==> src/rtl/tiger_mem_arbiter.sv <==
// Two-master Avalon-MM arbiter: instruction-cache reads and data-cache reads/writes share one memory port.
// An in-order tag FIFO steers read responses back to their issuer. Define TIGER_ARB_RR_EN for round-robin hand-off.
module tiger_mem_arbiter #(
  parameter int TAG_DEPTH = 8
) (
  input  logic        clk,
  input  logic        reset_n,
  input  logic        ins_read,
  input  logic [31:0] ins_address,
  output logic [31:0] ins_readdata,
  output logic        ins_waitrequest,
  output logic        ins_readdatavalid,
  input  logic        data_read,
  input  logic        data_write,
  input  logic [31:0] data_address,
  input  logic [31:0] data_writedata,
  input  logic [3:0]  data_byteenable,
  output logic [31:0] data_readdata,
  output logic        data_waitrequest,
  output logic        data_readdatavalid,
  output logic        mem_read,
  output logic        mem_write,
  output logic [31:0] mem_address,
  output logic [31:0] mem_writedata,
  output logic [3:0]  mem_byteenable,
  input  logic [31:0] mem_readdata,
  input  logic        mem_waitrequest,
  input  logic        mem_readdatavalid,
  output logic        arb_error
);
  localparam int PtrW = $clog2(TAG_DEPTH);
  localparam int CntW = PtrW + 1;

  typedef enum logic [1:0] {GrantNone, GrantIns, GrantData} grantT;

  grantT                grantQ, grantNext;
  logic [TAG_DEPTH-1:0] tagMem;
  logic [PtrW-1:0]      wrPtr, rdPtr;
  logic [CntW-1:0]      tagCount;
  logic                 arbErrorQ;

  logic reqIns, reqData, grantedRead, fifoFull, fifoEmpty;
  logic blocked, accepted, push, pop, headOwner;

  assign reqIns      = ins_read;
  assign reqData     = data_read | data_write;
  assign fifoFull    = (tagCount == CntW'(TAG_DEPTH));
  assign fifoEmpty   = (tagCount == '0);
  assign grantedRead = ((grantQ == GrantIns) & ins_read) | ((grantQ == GrantData) & data_read);
  assign blocked     = grantedRead & fifoFull;
  assign accepted    = (mem_read | mem_write) & ~mem_waitrequest;
  assign push        = accepted & mem_read;
  assign pop         = mem_readdatavalid & ~fifoEmpty;
  assign headOwner   = tagMem[rdPtr];

  // NOTE: sequential state uses non-blocking assignments so every register samples pre-edge values.
  always_ff @(posedge clk) begin
    if (!reset_n) grantQ <= GrantNone;
    else          grantQ <= grantNext;
  end

  // NOTE: tag storage is not reset; pointers and count define which entries are live.
  always_ff @(posedge clk) begin
    if (push) tagMem[wrPtr] <= (grantQ == GrantData);
  end

  always_ff @(posedge clk) begin
    if (!reset_n) begin
      wrPtr     <= '0;
      rdPtr     <= '0;
      tagCount  <= '0;
      arbErrorQ <= 1'b0;
    end else begin
      if (push) wrPtr <= wrPtr + 1'b1;
      if (pop)  rdPtr <= rdPtr + 1'b1;
      case ({push, pop})
        2'b10:   tagCount <= tagCount + 1'b1;
        2'b01:   tagCount <= tagCount - 1'b1;
        default: ;
      endcase
      if (mem_readdatavalid && fifoEmpty) arbErrorQ <= 1'b1;
    end
  end

  // NOTE: every combinational output gets a default first so no path infers a latch.
  always_comb begin
    grantNext = grantQ;
    case (grantQ)
      GrantNone: begin
        if (reqData)     grantNext = GrantData;
        else if (reqIns) grantNext = GrantIns;
      end
      GrantIns: begin
        if (!reqIns)       grantNext = reqData ? GrantData : GrantNone;
        else if (accepted && reqData) grantNext = GrantData;
      end
      GrantData: begin
        if (!reqData)      grantNext = reqIns ? GrantIns : GrantNone;
`ifdef TIGER_ARB_RR_EN
        else if (accepted && reqIns) grantNext = GrantIns;
`else
        else               grantNext = GrantData;
`endif
      end
      default: grantNext = GrantNone;
    endcase
  end

  always_comb begin
    mem_read         = 1'b0;
    mem_write        = 1'b0;
    mem_address      = '0;
    mem_writedata    = '0;
    mem_byteenable   = '0;
    ins_waitrequest  = 1'b1;
    data_waitrequest = 1'b1;
    case (grantQ)
      GrantIns: begin
        mem_read        = ins_read & ~fifoFull;
        mem_address     = ins_address;
        mem_byteenable  = 4'hF;
        ins_waitrequest = mem_waitrequest | blocked;
      end
      GrantData: begin
        mem_read         = data_read & ~fifoFull;
        mem_write        = data_write;
        mem_address      = data_address;
        mem_writedata    = data_writedata;
        mem_byteenable   = data_byteenable;
        data_waitrequest = mem_waitrequest | blocked;
      end
      default: ;
    endcase
  end

  assign ins_readdata       = mem_readdata;
  assign data_readdata      = mem_readdata;
  assign ins_readdatavalid  = pop & ~headOwner;
  assign data_readdatavalid = pop & headOwner;
  assign arb_error          = arbErrorQ;
endmodule

==> config.mk <==
export PLATFORM = sky130hd
export DESIGN_NAME = tiger_mem_arbiter
export DESIGN_NICKNAME = d
export VERILOG_FILES = /design/src/rtl/tiger_mem_arbiter.sv
export SDC_FILE = /design/constraint.sdc
export NUM_CORES = 1
export LEC_CHECK = 0
export ABC_AREA = 1
export CAP_MARGIN = 20
export CORE_AREA = 2 2 107 109
export DETAILED_ROUTE_END_ITERATION = 12
export DIE_AREA = 0 0 109 111
export PLACE_DENSITY = 0.81
export SLEW_MARGIN = 20
export SYNTH_ARGS = -nofsm -noshare
export SYNTH_HDL_FRONTEND = slang
export SYNTH_SLANG_ARGS = --single-unit
export TNS_END_PERCENT = 5
==> constraint.sdc <==
create_clock -name clk -period 2.3 [get_ports clk]
set_clock_uncertainty 0.15 [all_clocks]
set_input_delay 0.575 -clock clk [delete_from_list [all_inputs] [get_ports clk]]
set_output_delay 0.575 -clock clk [all_outputs]
set_load 0.02 [all_outputs]
**Word-level counts from Yosys, hierarchy flattened**

Index checks and enable logic that the tools add are counted.

- Logic and storage cells: 66
- Flip-flop bits (word level): 21
- Input bits: 139

- Eq/ne operators: 7
- Add/subtract/negate cells: 4
- $lt $le $gt $ge: 3
- Mux-type cells: 21
- Bitwise operators: 18
- Reduce and logical (&&, ||, !) cells: 7

Operators with widths:

| cell | number |
|---|---|
| 32-bit case mux with 2 select lines | 1 |
| 32-bit two-way mux | 1 |
| 4-bit case mux with 2 select lines | 2 |
| 2-bit two-way mux | 6 |
| 1-bit bitwise AND | 10 |
| 8-bit bitwise mux | 1 |
| 3-bit by 4-bit < comparator with 1-bit output, second input constant | 2 |
| 3-bit by 1-bit adder with 3-bit output, second input constant | 2 |
| 1-bit two-way mux | 6 |
| 2-bit case mux with 3 select lines | 1 |
| 4-bit by 1-bit adder with 4-bit output, second input constant | 1 |
| 2-bit by 1-bit == test with 1-bit output, second input constant | 2 |
| 2-bit == test, second input constant | 2 |
| 4-bit == test, second input constant | 1 |
| 4-bit logical NOT | 1 |
| 1-bit inverter | 4 |
| 1-bit bitwise OR | 4 |
| 4-bit by 1-bit subtractor with 4-bit output, second input constant | 1 |
| 1-bit binary-select mux with 3-bit select | 1 |
| 1-bit demux with 3-bit select | 1 |
| 3-bit by 1-bit >= comparator with 1-bit output, second input constant | 1 |
| 1-bit logical AND | 3 |
| 3-bit by 2-bit inequality test with 1-bit output, second input constant | 1 |
| 3-bit inequality test, second input constant | 1 |
| 4 further kinds | 4 |

**Logic depth before layout (Yosys ltp)**

- Depth after elaboration: 10
- Gate-level depth with buffers: 17
- Depth with buffers taken out: 16

**Worst setup path after synthesis**

OpenSTA, ideal clock, no wires.

- Kind: reg-to-reg
- Start point: register grantQ[0]
- End point: register tagCount[2]
- Data required time: 2035 ps
- Period minus slack after synthesis: 2409 ps
- Path slack: -109 ps
- Arrival: 2144 ps
- Cell stages (with the launch flop): 17
- Setup time: 115 ps
- Path through: dfxtp_1 inv_1 ha_1 buf_6 inv_2 nand2_1 nand2_2 nand4_4 ha_1 nand2_1 clkinv_1 nor2_2 ha_1 a21oi_1 xnor2_1 o21ai_0 inv_1

- Longest elaborated chain between the ends: 7
- Elaborated cells between the ends (all ways): 11
- Those cells by class: eq/ne: 4; mux: 3; bitwise: 3; reduce/logical: 1

Ends and longest elaborated chain:

| item | RTL line | source |
|---|---|---|
| start, declared | 36 | `grantT grantQ, grantNext;` |
| start signal, assigned | 58 | `if (!reset_n) grantQ <= GrantNone;` |
| start signal, assigned | 59 | `else grantQ <= grantNext;` |
| 2-bit == test or 2-bit by 1-bit == test with 1-bit output (tied branches) | 117 | `case (grantQ)` |
| 1-bit case mux with 2 select lines or 1-bit two-way mux (tied branches) | 117 |  |
| 1-bit bitwise OR | 51 | `assign accepted = (mem_read \| mem_write) & ~mem_waitrequest;` |
| 1-bit bitwise AND | 51 |  |
| 1-bit bitwise AND (*) | 52 | `assign push = accepted & mem_read;` |
| 2-bit by 1-bit == test with 1-bit output or 2-bit == test (tied branches) | 76 | `case ({push, pop})` |
| 4-bit case mux with 2 select lines or 2-bit nonzero test (tied branches) | -- |  |
| end signal, assigned | 77 | `2'b10: tagCount <= tagCount + 1'b1;` |
| end signal, assigned | 78 | `2'b01: tagCount <= tagCount - 1'b1;` |
| end, declared | 39 | `logic [CntW-1:0] tagCount;` |

Mark *: on every way between the ends. The rest lies on a longest branch, timed or not.
A chain may end at the register's enable or synchronous reset.

**Worst setup path in the final report**

- Start point: register grantQ[0]
- End point: output port mem_address[18]

- Longest elaborated chain between the ends: 2
- Elaborated cells between the ends (all ways): 3
- Those cells by class: eq/ne: 2; mux: 1

Ends and longest elaborated chain:

| item | RTL line | source |
|---|---|---|
| 2-bit == test or 2-bit by 1-bit == test with 1-bit output (tied branches) | 117 |  |
| 32-bit case mux with 2 select lines (*) | 117 |  |
| end, declared | 23 | `output logic [31:0] mem_address,` |

Marked as above.

==> summary.md <==
| Metric | Value |
|---|---|
| Ordered list of cells on the worst path | buf_4 > ha_4 > buf_12 > buf_4 > nand2_1 > a21oi_4 > buf_12 |
| Class of the most critical hold timing path | register to register |
| Register clock-pin slew on the reported worst setup and hold paths | 60 ps |
| Total wire length after detailed routing | 8920 microns |
| Highest clock frequency the design can meet | 422 MHz |
| Avg Synthesized Cell Area | 5.98 sq um |
| Portion of netlist area occupied by mux cells | 0% |
| Primary flip-flop cell chosen by synthesis mapping | sky130_fd_sc_hd__dfxtp_1 |
| Number of sinks on the clock net | 21 |
| Clock Path Buffers | 2 |
| Data required time of the worst path | 1570 ps |
| Static leakage | 2.13 nW |
| Delay contributed by the slowest stage of the critical path | 370 ps |
| Routed vias | 2,883 |
| Violations in the final reports | negative setup slack |
| Leading cell type in the layout, fill and taps excluded | sky130_fd_sc_hd__nand2_1 |
| Transition at the pin with the smallest max-transition slack | 355 ps |
| Clock Tree Root | sky130_fd_sc_hd__clkbuf_16 |
| Number of placed I/O pins | 278 |
| Synthesized area | 2470 sq um |
| Count of inserted antenna diode cells | 0 |
| Layout net count | 708 |
| Library cell occupying the most area in the post-synthesis netlist | sky130_fd_sc_hd__buf_4 |
| Worst-path maximum fanout | 14 |
| Final HPWL DP | 7210 microns |
| Part of the cycle the worst path needs | 103% |
| DIE WIDTH | 109 microns |
| Post-synthesis compound-gate area fraction | 12.3% |
| Post-synthesis simple-gate area fraction | 30.5% |
| FILL cells | 1,126 |
| TritonCTS clock tree | built |
| Proportion of synthesized flip-flops having asynchronous set or reset | 0% |
| All-Layer GR Usage | 14.0% |
| Arrival @ worst endpoint | 1640 ps |
| Wire length of the first global-routing pass | 13,400 microns |
| Number of synthesized flops with an enable pin | 8 |
| First-iteration detailed-routing DRC count | 130 |
| Adder-cell share of the synthesized area | 4.56% |
| Number of port buffers | 181 |
| Setup crit start kind | register |
| Final RePlAce weighted congestion | 0.862 |
| Count of maximum capacitance violations | 0 |
| Critical path class | register to output port |
| DR pass1 iterations | 4 |
| Final critical-path required period | 2370 ps |
| Critical-path top delay cell | sky130_fd_sc_hd__dfxtp_4 |
| Post-detailed-route wirelength per cell | 12.7 microns |
| Final hold viol count | 0 |
| Capturing element type of the critical path | output port |
| Sequential fraction of the synthesis area | 20.3% |
| Pin count of the biggest net entering global routing | 39 |
| Setup slack after layout | -67.9 ps |
| Count of mapped cells out of synthesis | 413 |
| Routed via count divided by cell count | 4.11 |
| Height of the die | 111 microns |
| CTS HTree Levels | 1 |
| Total power divided by cell area | 611 nW/um^2 |
| Commonest non-fill, non-tap cells in the layout | 120 x sky130_fd_sc_hd__nand2_1, 104 x sky130_fd_sc_hd__clkdlybuf4s50_1, 50 x sky130_fd_sc_hd__buf_4, 47 x sky130_fd_sc_hd__inv_1, 33 x sky130_fd_sc_hd__nor2_1 |
| Number of buffers added by the clock tree synthesis step | 3 |
| Final Hold Slack | 309 ps |
| Number of global-route vias before repair | 2,740 |
| Floorplan Core Area | 11,100 sq um |
| Setup total negative slack | -242 ps |
| Antenna violations before repair | 0 |
| Placement row count | 39 |
| Top cells by area, synth | sky130_fd_sc_hd__buf_4 19%, sky130_fd_sc_hd__nand2_1 19%, sky130_fd_sc_hd__dfxtp_1 11%, sky130_fd_sc_hd__edfxtp_1 9.7%, sky130_fd_sc_hd__a21oi_1 8.9% |
| Syn nets | 561 |
| Fraction of layout cells with a size suffix above 1 | 28.3% |
| Synth unique cells | 27 |
| GRT Residual Overflow | 0 |
| Clock latency on the worst-skew pair | 250 ps |
| Synth Register Bits | 21 |
| Max-slew violations | 0 |
| Detail Route Antenna Nets | 0 |
| Area Growth Syn to Fin | 79.0% |
| Starting density of the core | 22.3% |
| Area share of the largest cell type after synthesis | 19.5% |
| Total die area | 12,100 sq um |
| Result of the run | complete, but fails checks |
| Post-placement worst setup slack | -563 ps |
| DRC violations left | 0 |
| Post-synthesis xor/xnor area fraction | 0.709% |
| Worst slew margin relative to its limit | 76.3% |
| Count of synthesis-stage warnings from yosys | 0 |
| Setup repair after global routing missed its margin | yes |
| Max rail drop VDD | 0.000382 V |
| Main combinational cell family by area after synthesis | buffers and inverters |
| Endpoints failing setup | 8 |
==> Yosys cell counts (all sizes together) (2+ instances only) <==
| cell type | n |
|---|---|
| or2 | 2 |
| o211ai | 2 |
| dfxtp | 13 |
| ha | 9 |
| a21oi | 45 |
| buf | 75 |
| edfxtp | 8 |
| nand2 | 129 |
| nand3 | 11 |
| clkbuf | 5 |
| nor2 | 37 |
| o21ai | 12 |
| nand4 | 4 |
| inv | 58 |
==> area by class of cell <==
class	count	area [sq um]	area share, %
clock buffer	3	75.1	1.70
clock inverter	1	5.00	0.113
inverter	59	229	5.18
multi-input combinational	253	1380	31.1
sequential	21	510	11.5
tap	143	179	4.05
timing repair buffer	222	2050	46.3
==> cells by family after synthesis <==
logic type,Yosys count
simple gates,183
buf+inv,139
compound gates,59
flops,21
fa+ha+maj,9
xor+xnor,2
==> per-layer routing <==
layer	global-route usage [%]	part of all wire (%)	vias to the layer above	wire, microns
li1	-	-	1492	-
met3	4.47	8.5	6	761
met4	3.42	0.75	0	67
met5	0	0	-	0
met1	16.9	42	1247	3730
met2	23.8	49	138	4350
==> power by group <==
group | internal, W | switching [W]
Combinational | 0.000860 | 0.000969
Sequential | 0.000457 | 0.0000561
Clock | 0.000233 | 0.000125
==> worst max-delay path, delay by kind of cell (launching register included) <==
family / cells / cell delay [ps]
fa+ha+maj: 1 / 180
buf+inv: 4 / 540
flops: 1 / 370
simple gates: 1 / 80
compound gates: 1 / 200
==> path summary, 6_finish.rpt <==
check | startpoint | endpoint | slack, ps | depth (start not counted)
max | grantQ[0] | mem_address[18] | -70 | 7
min | arb_error | arb_error | 310 | 2
max reg2reg | grantQ[0] | tagCount[2] | -10 | 16
min reg2reg | arb_error | arb_error | 310 | 2
==> state kept, by name (all words and copies together) (netlist names) <==
register and count:
rdPtr 3, tagCount 4, wrPtr 3, tagMem 8, arb_error 1, grantQ 2
==> repair_timing <==
item / 4_1_cts / 5_1_grt
endpoints found under the setup margin: 78 / 39
resized for setup: 230 / 68
pin swaps: 2 / 15
gates cloned: 0 / 1
hold buffers: 0 / 0
buffers inserted: 1 / 2
endpoints found under the hold margin: 0 / 0
==> metrics by stage <==
stage                     total power [W]  cell area, sq um  utilization, %  instances
after CTS                         0.00256              4230            38.2        699
final                             0.00270              4420            39.9        702
after global routing              0.00290              4420            39.9        702
after floorplan                   0.00153              2480               -        413
after detailed placement          0.00225              4260            38.5        694
after global placement            0.00223              4260            38.5        694
No activity file was read; power rests on OpenSTA's default activity.
